===== src/rtl/stim_gen_nch_pkg.sv =====
// Purpose : shared constants, checker state type and PRBS7 helper for the stimulus generator.
// Latency : n/a (declarations only).
// Backpr.  : n/a.
package stim_pkg;

  localparam logic [7:0] MODE_OFF      = 8'd0;
  localparam logic [7:0] MODE_STATIC   = 8'd1;
  localparam logic [7:0] MODE_TOGGLE   = 8'd2;
  localparam logic [7:0] MODE_PRBS     = 8'd3;
  localparam logic [7:0] MODE_PRBS_INV = 8'd4;

  // x^7 + x^6 + 1: feedback is the XOR of bits 6 and 5
  localparam logic [6:0] PRBS7_TAP = 7'h60;

  typedef enum logic [1:0] {
    IDLE   = 2'd0,
    SEEK   = 2'd1,
    LOCKED = 2'd2
  } chk_state_t;

  function automatic logic [6:0] prbs7_step(input logic [6:0] s);
    return {s[5:0], ^(s & PRBS7_TAP)};
  endfunction

  function automatic logic mode_is_pattern(input logic [7:0] m);
    return (m >= MODE_TOGGLE) && (m <= MODE_PRBS_INV);
  endfunction

endpackage


===== src/rtl/stim_gen_nch_lane.sv =====
// Purpose : one lane - pattern generator, DOUT history, loopback latency search/lock, bit/error counters.
// Latency : DOUT/DOE one cycle after main_mode is sampled; counters update one cycle after DIN.
// Backpr.  : none; free-running, DIN is sampled every cycle.
// Ports   : clr restarts the lane; din is the looped-back bit; dout/doe drive the pad;
//           locked/lat report the lock; recv_cnt/err_cnt are saturating counters.
module stim_lane
  import stim_pkg::*;
#(
  parameter int         CNT_W   = 30,
  parameter int         LAT_MAX = 15,
  parameter int         LOCK_N  = 16,
  parameter logic [6:0] SEED    = 7'h7E,
  parameter bit         INV     = 1'b0
) (
  input  logic             CLK,
  input  logic             RST,
  input  logic             clr,
  input  logic [7:0]       main_mode,
  input  logic             static_lvl,
  input  logic             din,
  output logic             dout,
  output logic             doe,
  output logic             locked,
  output logic [3:0]       lat,
  output logic [CNT_W-1:0] recv_cnt,
  output logic [CNT_W-1:0] err_cnt
);

  localparam int              MC_W    = $clog2(LOCK_N + 1);
  localparam logic [MC_W-1:0] MC_LAST = MC_W'(LOCK_N - 1);
  localparam logic [3:0]      L_LAST  = 4'(LAT_MAX);

  chk_state_t       state_q, state_d;
  logic [3:0]       l_q, l_d;
  logic [MC_W-1:0]  mc_q, mc_d;
  logic [3:0]       lat_q, lat_d;
  logic [CNT_W-1:0] recv_q, recv_d, err_q, err_d;
  logic [6:0]       lfsr_q, lfsr_d, lfsr_src;
  logic             tog_q, tog_d, tog_src;
  logic             dout_d, doe_q, doe_d;
  // hist_q[0] is the DOUT register itself; hist_q[k] is DOUT k cycles ago
  logic [LAT_MAX:0] hist_q;

  always_comb begin
    state_d  = state_q;
    l_d      = l_q;
    mc_d     = mc_q;
    lat_d    = lat_q;
    recv_d   = recv_q;
    err_d    = err_q;
    dout_d   = 1'b0;
    doe_d    = 1'b0;
    // a clear restarts the generators from their initial state in this same cycle
    lfsr_src = clr ? SEED : lfsr_q;
    tog_src  = clr ? 1'b0 : tog_q;
    lfsr_d   = lfsr_src;
    tog_d    = tog_src;

    if (clr) begin
      recv_d = '0;
      err_d  = '0;
    end

    case (main_mode)
      MODE_STATIC: begin
        doe_d  = 1'b1;
        dout_d = static_lvl;
      end
      MODE_TOGGLE: begin
        doe_d  = 1'b1;
        dout_d = tog_src;
        tog_d  = ~tog_src;
      end
      MODE_PRBS, MODE_PRBS_INV: begin
        doe_d  = 1'b1;
        dout_d = lfsr_src[6] ^ (INV & (main_mode == MODE_PRBS_INV));
        lfsr_d = prbs7_step(lfsr_src);
      end
      default: ;
    endcase

    if (!mode_is_pattern(main_mode)) begin
      state_d = IDLE;
    end else if (clr || (state_q == IDLE)) begin
      state_d = SEEK;
      l_d     = '0;
      mc_d    = '0;
    end else begin
      case (state_q)
        SEEK: begin
          if (din == hist_q[l_q]) begin
            mc_d = mc_q + 1'b1;
            if (mc_q == MC_LAST) begin
              state_d = LOCKED;
              lat_d   = l_q;
            end
          end else begin
            mc_d = '0;
            l_d  = (l_q == L_LAST) ? 4'd0 : l_q + 4'd1;
          end
        end
        LOCKED: begin
          // no unlock path: errors are only counted
          recv_d = (&recv_q) ? recv_q : recv_q + 1'b1;
          if (din != hist_q[lat_q]) begin
            err_d = (&err_q) ? err_q : err_q + 1'b1;
          end
        end
        default: state_d = IDLE;
      endcase
    end
  end

  always_ff @(posedge CLK) begin
    if (RST) begin
      state_q <= IDLE;
      l_q     <= '0;
      mc_q    <= '0;
      lat_q   <= '0;
      recv_q  <= '0;
      err_q   <= '0;
      lfsr_q  <= SEED;
      tog_q   <= 1'b0;
      doe_q   <= 1'b0;
      hist_q  <= '0;
    end else begin
      state_q <= state_d;
      l_q     <= l_d;
      mc_q    <= mc_d;
      lat_q   <= lat_d;
      recv_q  <= recv_d;
      err_q   <= err_d;
      lfsr_q  <= lfsr_d;
      tog_q   <= tog_d;
      doe_q   <= doe_d;
      hist_q  <= {hist_q[LAT_MAX-1:0], dout_d};
    end
  end

  assign dout     = hist_q[0];
  assign doe      = doe_q;
  assign locked   = (state_q == LOCKED);
  assign lat      = lat_q;
  assign recv_cnt = recv_q;
  assign err_cnt  = err_q;

endmodule


===== src/rtl/stim_gen_nch.sv =====
// Purpose : NCH-lane stimulus generator with loopback latency lock and BER counters.
// Latency : DOUT/DOE one cycle after MAIN_MODE; PHY_INIT one cycle after the last lane locks.
// Backpr.  : none; all lanes free-run on CLK.
// Ports   : CLK/RST (sync, active-high), CLR restart, MAIN_MODE/SUB_MODE mode select,
//           DOUT/DOE/DIN per lane, PHY_INIT all-locked, LAT/RECV_CNT/ERR_CNT packed per lane.
module stim_gen_nch
  import stim_pkg::*;
#(
  parameter int         NCH       = 2,
  parameter int         CNT_W     = 30,
  parameter int         LAT_MAX   = 15,
  parameter int         LOCK_N    = 16,
  parameter logic [6:0] PRBS_SEED = 7'h7F
) (
  input  logic                 CLK,
  input  logic                 RST,
  input  logic                 CLR,
  input  logic [7:0]           MAIN_MODE,
  input  logic [7:0]           SUB_MODE,
  output logic [NCH-1:0]       DOUT,
  output logic [NCH-1:0]       DOE,
  input  logic [NCH-1:0]       DIN,
  output logic                 PHY_INIT,
  output logic [4*NCH-1:0]     LAT,
  output logic [CNT_W*NCH-1:0] RECV_CNT,
  output logic [CNT_W*NCH-1:0] ERR_CNT
);

  logic [7:0]     mode_q;
  logic           phy_q;
  logic           clr;
  logic [NCH-1:0] locked;
  logic           unused_sub;

  // any mode change restarts every lane exactly like CLR
  assign clr        = CLR | (MAIN_MODE != mode_q);
  assign unused_sub = ^SUB_MODE[7:1];

  always_ff @(posedge CLK) begin
    if (RST) begin
      mode_q <= MODE_OFF;
      phy_q  <= 1'b0;
    end else begin
      mode_q <= MAIN_MODE;
      // a clear drops lock in the next cycle, so it must mask PHY_INIT as well
      phy_q  <= ~clr & (&locked);
    end
  end

  assign PHY_INIT = phy_q;

  for (genvar ch = 0; ch < NCH; ch++) begin : g_lane
    stim_lane #(
      .CNT_W   (CNT_W),
      .LAT_MAX (LAT_MAX),
      .LOCK_N  (LOCK_N),
      .SEED    (PRBS_SEED ^ 7'(ch + 1)),
      .INV     ((ch % 2) == 1)
    ) u_lane (
      .CLK        (CLK),
      .RST        (RST),
      .clr        (clr),
      .main_mode  (MAIN_MODE),
      .static_lvl (SUB_MODE[0]),
      .din        (DIN[ch]),
      .dout       (DOUT[ch]),
      .doe        (DOE[ch]),
      .locked     (locked[ch]),
      .lat        (LAT[4*ch +: 4]),
      .recv_cnt   (RECV_CNT[CNT_W*ch +: CNT_W]),
      .err_cnt    (ERR_CNT[CNT_W*ch +: CNT_W])
    );
  end

endmodule


===== config.mk =====
export PLATFORM = sky130hd
export DESIGN_NAME = stim_gen_nch
export DESIGN_NICKNAME = d
export VERILOG_FILES = /design/src/rtl/stim_gen_nch_pkg.sv /design/src/rtl/stim_gen_nch_lane.sv /design/src/rtl/stim_gen_nch.sv
export SDC_FILE = /design/constraint.sdc
export NUM_CORES = 1
export LEC_CHECK = 0
export CORE_ASPECT_RATIO = 0.5
export CORE_UTILIZATION = 35
export CTS_CLUSTER_DIAMETER = 120
export DETAILED_ROUTE_END_ITERATION = 8
export PLACE_DENSITY = 0.55
export SYNTH_ARGS = -nofsm -noshare
export SYNTH_HDL_FRONTEND = slang
export SYNTH_SLANG_ARGS = --single-unit

===== constraint.sdc =====
create_clock -name CLK -period 3 [get_ports CLK]
set_input_delay 0.45 -clock CLK [delete_from_list [all_inputs] [get_ports CLK]]
set_output_delay 0.45 -clock CLK [all_outputs]
set_load 0.05 [all_outputs]

Yosys cells after proc, flatten, opt, wreduce, memory -nomap -nowiden. Index checks and enable logic that the tools add are counted.

Memory bits (read-only): 0. Bits in latches: 0. Memories kept: 0. Bits of input ports: 21. Word-level logic and storage cells: 173. Memory bits (writable): 0. Output and inout bits: 133. Flip-flop bits (word level): 208.

Shift-type cells: 0. Bitwise gates (word level): 11. $lt $le $gt $ge: 6. Eq/ne operators: 33. Multiplexer cells: 63. Multipliers: 0. Div/mod/pow operators: 0. Add/subtract/negate cells: 8. Reduce and logical (&&, ||, !) cells: 29.

Operators by type and width (number): $mux W30 (22); $add A30 B1 Y30 const B (4); $reduce_and A30 Y1 (4); $mux W4 (8); $mux W5 (6); $mux W7 (4); $lt A4 B5 Y1 const B (4); $reduce_and A3 Y1 (6); $bmux W1 S4 (4); $eq A8 B2 Y1 const B (2); $reduce_xor A7 Y1 (2); $ne A2 B1 Y1 const B (6); $ne A3 B1 Y1 const B (4); $mux W1 (11); $add A5 B1 Y5 const B (2); $eq A5 B4 Y1 const B (2); $ne A5 B5 Y1 const B (2); $reduce_and A5 Y1 (2); $add A4 B1 Y4 const B (2); $eq A4 B4 Y1 const B (2); $eq A8 B1 Y1 const B (1); $eq A8 B3 Y1 const B (1); $ge A8 B2 Y1 const B (1); $le A8 B3 Y1 const B (1); 22 further kinds (47).

Logic depth before layout (Yosys ltp). Gate-level depths: netlist (run 1).

Word-level depth: 7. Gate-level depth with buffers: 10. Depth with buffers taken out: 8.

By module. Synthesis (run 1) repeated with hierarchy kept, for this count alone.

Cells, all modules: 1305. Area, all modules: 11080.6 um^2.

Modules (own cells, without submodules): stim_lane at g_lane[0].u_lane (cells an instance 643, instances 1, seq. area each 2001.9 um^2, area each 5405.2 um^2); stim_lane at g_lane[1].u_lane (cells an instance 631, instances 1, seq. area each 2001.9 um^2, area each 5337.6 um^2); stim_gen_nch (cells an instance 31, instances 1, seq. area each 180.2 um^2, area each 337.8 um^2).

Worst setup path after synthesis (run 1). OpenSTA, ideal clock, no wires.

Kind: register to register. From: reg g_lane[0].u_lane.err_q[10]. To: reg g_lane[0].u_lane.err_q[22]. Buffers on the path: 1. Clock period less this slack: 2846 ps. Setup time: 122 ps. Data arrival time: 2724 ps. Required time: 2878 ps. Cell stages (with the launch flop): 8. Path slack: 154 ps. Cell sequence: dfxtp_1 > nand4_1 > or4_1 > nor4_2 > nand4_1 > and4b_1 > buf_2 > a221o_1.

Word-level cells in the longest chain between the ends: 6. Elaborated cells on any way between the ends: 8. Classes of those cells: 1 x add/sub; 1 x eq/ne; 5 x mux; 1 x reduce/logical.

Ends and longest elaborated chain: start, declared (RTL line stim_gen_nch_lane.sv:37) `logic [CNT_W-1:0] recv_q, recv_d, err_q, err_d;`; start signal, assigned (RTL line stim_gen_nch_lane.sv:132) `err_q <= err_d;`; $add A30 B1 Y30 (RTL line stim_gen_nch_lane.sv:106) `err_d = (&err_q) ? err_q : err_q + 1'b1;`; $mux W30 (RTL line stim_gen_nch_lane.sv:106); $mux W30 (RTL line stim_gen_nch_lane.sv:105) `if (din != hist_q[lat_q]) begin`; $mux W30 (RTL line stim_gen_nch_lane.sv:89) `case (state_q)`; $mux W30 (RTL line stim_gen_nch_lane.sv:84) `end else if (clr || (state_q == IDLE)) begin`; $mux W30 (RTL line stim_gen_nch_lane.sv:82) `if (!mode_is_pattern(main_mode)) begin`.

Several ways; a longest one is shown, not always the timed one. The select of a mux whose other input is x is not followed. A chain may end at the register's enable or synchronous reset.

Worst setup path after layout (run 1).
From: reg g_lane[1].u_lane.l_q[0]. To: reg g_lane[1].u_lane.l_q[3].

Word-level cells in the longest chain between the ends: 5. Elaborated cells on any way between the ends: 11. Classes of those cells: 1 x add/sub; 3 x eq/ne; 6 x mux; 1 x reduce/logical.

Ends and longest elaborated chain: start, declared (RTL line stim_gen_nch_lane.sv:34) `logic [3:0] l_q, l_d;`; start signal, assigned (RTL line stim_gen_nch_lane.sv:128) `l_q <= l_d;`; $bmux W1 S4, or another cell as far along (RTL line stim_gen_nch_lane.sv:91) `if (din == hist_q[l_q]) begin`; $mux W1 (not written as such) or $mux W4 (tied branches) (RTL line stim_gen_nch_lane.sv:91, stim_gen_nch_lane.sv:99); $eq A1 B1 Y1 or $mux W4 (tied branches) (RTL line stim_gen_nch_lane.sv:91); $ne A2 B1 Y1 (no line) or $mux W4 (tied branches); $reduce_and A3 Y1 (no line) or $mux W4 (tied branches).

Several ways; a longest one is shown, not always the timed one. The select of a mux whose other input is x is not followed.

==> impl_metrics.csv, run 1 <==
group,metric,value,unit
critical_path,start_kind,"flip-flop",
global_route,antenna_found_initial,1,
sta,worst_pin_slew,0.667,ns
critical_path,critPathMaxStageDelay,0.60,ns
critical_path,cp_max_fo,5,
cts,clockRootBuffer,"clkbuf_16",
critical_path,required,3.46,ns
power,comb_power_share,2.0,%
detailed_routing,drc,0,
critical_path,r2r_cells,7,
synthesis,synth_area_leader_cell,"dfxtp_1",
synthesis,postSynthCellCount,1168,
cts,path_clk_slew,0.06,ns
sta,fin_setup_tns,0,ns
placed_design,dpl.hpwl,20500,um
run,drv_cap,0,
synthesis,yosysWarnings,0,
die,fp.dieH,122,um
cells_and_area,antenna_cells,0,
synthesis,syn_area_per_cell,8.59,um^2
sta,skew,0.00730,ns
cts,numClockSinks,208,
detailed_routing,detail-route-antenna-nets,0,
sta,setup_viol,0,
synthesis,synth_seq_area_share,41.5,%
power,power_frac_clock,49.7,%
die,ios,154,
power,p_switching,1.24,mW
cells_and_area,nets,1378,
cts,clkLatencyLatePin,0.51,ns
power,power_density,438,mW/mm^2
detailed_routing,firstDrtPassIters,5,
synthesis,synth_edf_count,0,
sta,fin_hold_ws,0.446,ns
synthesis,synth_area_leaders,"dfxtp_1 41%, nand2_1 4.6%, nor2_1 4.3%",
sta,post-route-period-util,91.5,%
synthesis,synth_nets,1201,
worst_hold_path,holdCritPathClass,"in -> reg",
global_route,grt_pass1_wl,45700,um
cts,numCtsBuffers,22,
critical_path,crit_type,"reg -> reg",
detailed_routing,first_iter_violations,674,
placed_design,port_buffers,146,
cts,cts_buffer_depth,3,
critical_path,worstPathArrival,3.21,ns
detailed_routing,viasPerCell,5.30,
synthesis,syn-cell-area,0.0100,mm^2
global_route,grt_overflow_total,0,
global_route,grt_pass1_vias,8808,
detailed_routing,wl_per_cell,16.2,um
cts,cts_hold_buf,0,
power,p_total,5.74,mW
synthesis,ys_ff_latch,208,
die,dieArea,0.0294,mm^2
sta,hold_violations,0,
status,outcome,"completed",
synthesis,synth_top_area_share,41.5,%
cells_and_area,area_delta_synth_final,30.4,%
synthesis,synth_top_cells_by_count,"208 x dfxtp_1, 124 x nand2_1, 114 x nor2_1",
die,start_util,35.9,%
detailed_routing,routed-via-count,9237,
critical_path,slowest_stage,"mux4_1",
cts,htreeDepth,1,
detailed_routing,wirelength,28200,um
critical_path,critPathCaptureType,"flip-flop",
critical_path,cp_cell_sequence,"mux4_1 -> mux4_2 -> xnor2_2 -> a211oi_1 -> nand3_1 -> nor3b_1 -> a21o_1",
power,p_leak,4.64,nW
cts,ctsResizeCount,0,
synthesis,async_reset_ff_share,0,%
die,core_area,0.0279,mm^2
die,rows,43,
sta,rsz0062_at_grt,"false",
cts,tritoncts,"yes",
die,die_x,241,um
sta,fmax,0.364,GHz
power,ir_worst_vdd,0.344,mV
sta,maxSlewViolCount,0,
synthesis,netlist-cell-type-count,71,
power,internal-power,4.50,mW
synthesis,synth.most_common_cell,"dfxtp_1",
worst_hold_path,holdPathStages,2,
cts,postCtsSetupBuffers,0,
synthesis,synth_ff_type,"dfxtp_1",
placed_design,gp_congestion,0.854,
cells_and_area,drive_above_1_share,10.7,%
global_route,grt_start_max_net_pins,62,
global_route,grt.total_usage,19.2,%
power,p_seq_share,48.3,%
sta,timing.final.crit_period,2.75,ns
power,swShare,21.5,%
sta,slew_headroom,55.1,%
[per-stage QoR]
stage,setup slack [ns],instance area (um^2),std cells,util [%]
floorplan,0.154,10000,1168,-
global placement,-0.0741,12300,1703,44.2
detailed placement,-0.169,12300,1703,44.2
CTS,0.251,13100,1743,46.9
global route,0.0927,13100,1743,46.9
finish,0.254,13100,1743,46.9
[metal layers]
metal / global-route usage, % / share of wire, % / vias up
li1: - / - / 4563
met1: 25.6 / 47 / 4470
met2: 32.2 / 47 / 175
met3: 4.19 / 4.7 / 29
met4: 3.76 / 1.5 / 0
met5: 0 / 0 / -
[logic make-up (layout without fill, tap and decap cells)]
group	after synthesis	in the layout	share of synthesized area (%)
AOI/OAI and AO/OA	197	197	12.6
adders and majority gates	12	12	1.50
buffers and inverters	80	273	3.45
xor gates and xnor gates	65	65	5.75
and+or+nand+nor	569	569	29.2
muxes	37	37	5.92
DFF	208	208	41.5
[final timing paths]
check / slack, ns / startpoint / end
worst max register to register: 0.25 / g_lane[1].u_lane.l_q[0] / g_lane[1].u_lane.l_q[3]
worst max-delay path: 0.25 / g_lane[1].u_lane.l_q[0] / g_lane[1].u_lane.l_q[3]
worst min-delay path: 0.45 / RST / g_lane[1].u_lane.lat[3]
worst min register to register: 0.46 / g_lane[0].u_lane.lfsr_q[3] / g_lane[0].u_lane.lfsr_q[3]
[critical path: cells and delay by family, from the launching register on]
kind / cells / cell delay, ns
multiplexers: 2 / 1.10
AO/OA/AOI/OAI: 2 / 0.49
flip-flops: 1 / 0.48
AND/OR/NAND/NOR: 2 / 0.43
XOR/XNOR: 1 / 0.19
[flip-flops by register name, summed over array words and instances, names as in the netlist]
signal                  count
g_lane.u_lane.err_cnt      60
g_lane.u_lane.recv_cnt     60
g_lane.u_lane.hist_q       32
g_lane.u_lane.lfsr_q       14
g_lane.u_lane.mc_q         10
g_lane.u_lane.l_q           8
g_lane.u_lane.lat           8
mode_q                      8
g_lane.u_lane.state_q       4
g_lane.u_lane.tog_q         2
PHY_INIT                    1
g_lane.u_lane.doe           1
[final cells by class]
| cell class | count | area, um^2 |
|---|---|---|
| inverters | 15 | 56.3 |
| clock buffers | 31 | 646 |
| clock inverters | 9 | 106 |
| multi-input cells | 880 | 5550 |
| fillers | 2665 | 14800 |
| flip-flops and latches | 208 | 4160 |
| well taps | 382 | 478 |
| repair buffers | 218 | 2080 |
[power by group through the flow]
stage | combinational [mW] | clock, mW | sequential, mW
2_1_floorplan | 0.0556 | 0 | 2.83
3_3_place_gp | 0.113 | 0 | 2.83
3_5_place_dp | 0.115 | 0 | 2.83
4_1_cts | 0.115 | 2.93 | 2.77
5_1_grt | 0.126 | 3.06 | 2.77
6_report | 0.114 | 2.85 | 2.77
[cells in the final DEF (no fill, tap or decap), types with 14 or more instances in the layout]
master / n
a21oi_1: 59
and3_1: 42
buf_4: 65
clkbuf_16: 23
clkdlybuf4s50_1: 145
dfxtp_1: 208
inv_1: 15
mux2i_1: 20
mux4_2: 14
nand2_1: 124
nand3_1: 72
nand4_1: 39
nor2_1: 113
nor2b_1: 44
nor3_1: 30
o21ai_0: 46
or3_1: 16
xnor2_1: 31
xor2_1: 32
(Power assumes the default switching activity.)
==> run 2: changes to the inputs <==
- CORE_MARGIN: unset -> 3
- SETUP_SLACK_MARGIN: unset -> 0.5
==> run 2 against run 1 <==
Against the previous run: power decreased by 5.0%; first-iteration DRC count decreased by 15%; sequential power about the same; cell count increased by 2.6%; setup slack improved by 0.25 ns; combinational power increased by 12%; core utilization increased by 2.6 points; via count increased by 2.2%; critical endpoint is now g_lane[0].u_lane.err_cnt[20].
==> impl_metrics.csv, run 2 (synthesis gave the netlist of run 1 again) <==
group,metric,value,unit
critical_path,regToRegStartpoint,"g_lane[0].u_lane.lat[2]",
sta,maxSlewViolCount,0,
placed_design,pre_cts_slack,-0.139,ns
die,die_x,245,um
detailed_routing,wirelength,30000,um
status,outcome,"completed",
critical_path,slowest_stage,"mux4_2",
sta,skew,0.0155,ns
cells_and_area,layout_commonest_cell,"dfxtp_1",
die,dieArea,0.0309,mm^2
critical_path,critPathMaxStageDelay,0.49,ns
cts,tritoncts,"yes",
detailed_routing,viasPerCell,5.28,
cts,path_clk_slew,0.06,ns
placed_design,dpl.hpwl,21000,um
global_route,grt_start_max_net_pins,54,
critical_path,crit_start,"g_lane[0].u_lane.lat[2]",
worst_hold_path,worstHoldEndpoint,"mode_q[1]",
critical_path,crit_type,"reg -> reg",
critical_path,required,3.39,ns
worst_hold_path,worstHoldStart,"MAIN_MODE[1]",
critical_path,start_kind,"flip-flop",
cells_and_area,final_cell_mix,"160 x dfxtp_1, 142 x clkdlybuf4s50_1, 123 x nand2_1",
detailed_routing,routed-via-count,9441,
sta,fin_setup_tns,0,ns
worst_hold_path,holdCritPathClass,"in -> reg",
sta,fmax,0.401,GHz
sta,setup_viol,0,
die,core_area,0.0280,mm^2
global_route,grt_pass1_vias,8815,
cts,numCtsBuffers,21,
global_route,grt.total_usage,18.3,%
critical_path,r2r_slack,0.50,ns
worst_hold_path,holdPathStages,2,
critical_path,worstPathArrival,2.89,ns
cells_and_area,final_cell_area,0.0138,mm^2
placed_design,dpl_cell_area,0.0124,mm^2
cts,htreeDepth,1,
global_route,antenna_found_initial,1,
run,drv_cap,0,
critical_path,cp_max_fo,6,
sta,setup_ws,0.504,ns
power,power_density,394,mW/mm^2
sta,hold_violations,0,
die,ios,154,
cts,clockRootBuffer,"clkbuf_16",
detailed_routing,detail-route-antenna-nets,0,
cells_and_area,drive_above_1_share,20.2,%
sta,timing.final.crit_period,2.50,ns
die,rows,43,
sta,worst_pin_slew,0.596,ns
cells_and_area,area_delta_synth_final,37.9,%
global_route,grt_pass1_wl,46700,um
critical_path,cp_cell_sequence,"mux4_2 -> mux2i_1 -> mux2i_1 -> xor2_1 -> buf_4 -> nor3b_4 -> buf_12 -> buf_12 -> and3_1 -> a221o_1",
placed_design,gp_congestion,0.869,
cts,cts_buffer_depth,3,
critical_path,path_delay_family,"multiplexers",
critical_path,r2r_cells,10,
cts,clkLatencyLatePin,0.51,ns
power,ir_worst_vdd,0.303,mV
sta,rsz0062_at_grt,"true",
sta,post-route-period-util,83.2,%
power,p_total,5.45,mW
die,start_util,35.9,%
die,fp.dieH,126,um
detailed_routing,drc,0,
global_route,grt_overflow_total,0,
cells_and_area,nets,1427,
power,p_leak,4.99,nW
detailed_routing,firstDrtPassIters,5,
detailed_routing,first_iter_violations,576,
critical_path,critPathCaptureType,"flip-flop",
cts,cts_hold_buf,0,
placed_design,port_buffers,146,
cts,numClockSinks,208,
sta,slew_headroom,60.2,%
detailed_routing,wl_per_cell,16.8,um
critical_path,critPathBufInv,3,
critical_path,reg2reg_to,"g_lane[0].u_lane.err_cnt[20]",
-- run 2: per-stage QoR --
stage	hold slack (ns)	std cells	util, %
after CTS	0.406	1746	47.0
final	0.339	1789	49.4
after global routing	0.333	1789	49.4
after detailed placement	0.456	1708	44.4
after floorplan	0.440	1168	-
after global placement	0.452	1708	44.4
-- run 2: routing by layer --
layer | part of all wire, % | up-vias | global-route usage (%)
li1 | - | 4651 | -
met1 | 47 | 4535 | 24.9
met2 | 47 | 197 | 30.5
met5 | 0 | - | 0
met4 | 2.4 | 0 | 5.03
met3 | 3.9 | 58 | 2.81
-- run 2: repair_timing --
action,CTS,global route
gates resized for setup,10,68
buffers inserted,3,37
pin swaps,4,22
cloned,0,5
endpoints found under the setup margin,58,97
-- run 2: final cells by class --
class | instances | area, um^2
tap | 382 | 478
fill | 2592 | 14100
sequential | 208 | 4270
antenna | 1 | 2.50
timing repair buffer | 268 | 2600
multi-input combinational | 880 | 5790
clock inverter | 9 | 70.1
inverter | 15 | 56.3
clock buffer | 26 | 574
-- run 2: worst max-delay path by stage --
stage | endpoint | slack [ns] | depth (start not counted)
after global placement | g_lane[0].u_lane.recv_cnt[13] | -0.08 | 8
final | g_lane[0].u_lane.err_cnt[20] | 0.50 | 10
after CTS | g_lane[1].u_lane.l_q[3] | 0.40 | 7
after detailed placement | g_lane[0].u_lane.recv_cnt[13] | -0.14 | 8
after global routing | g_lane[1].u_lane.l_q[0] | 0.42 | 7
after floorplan | g_lane[1].u_lane.err_cnt[14] | 0.50 | 9
-- run 2: power breakdown --
part	leakage (nW)	switching, mW	internal [mW]
Combinational	2.95	0.0656	0.0620
Clock	0.328	1.13	1.44
Sequential	1.71	0.00269	2.75
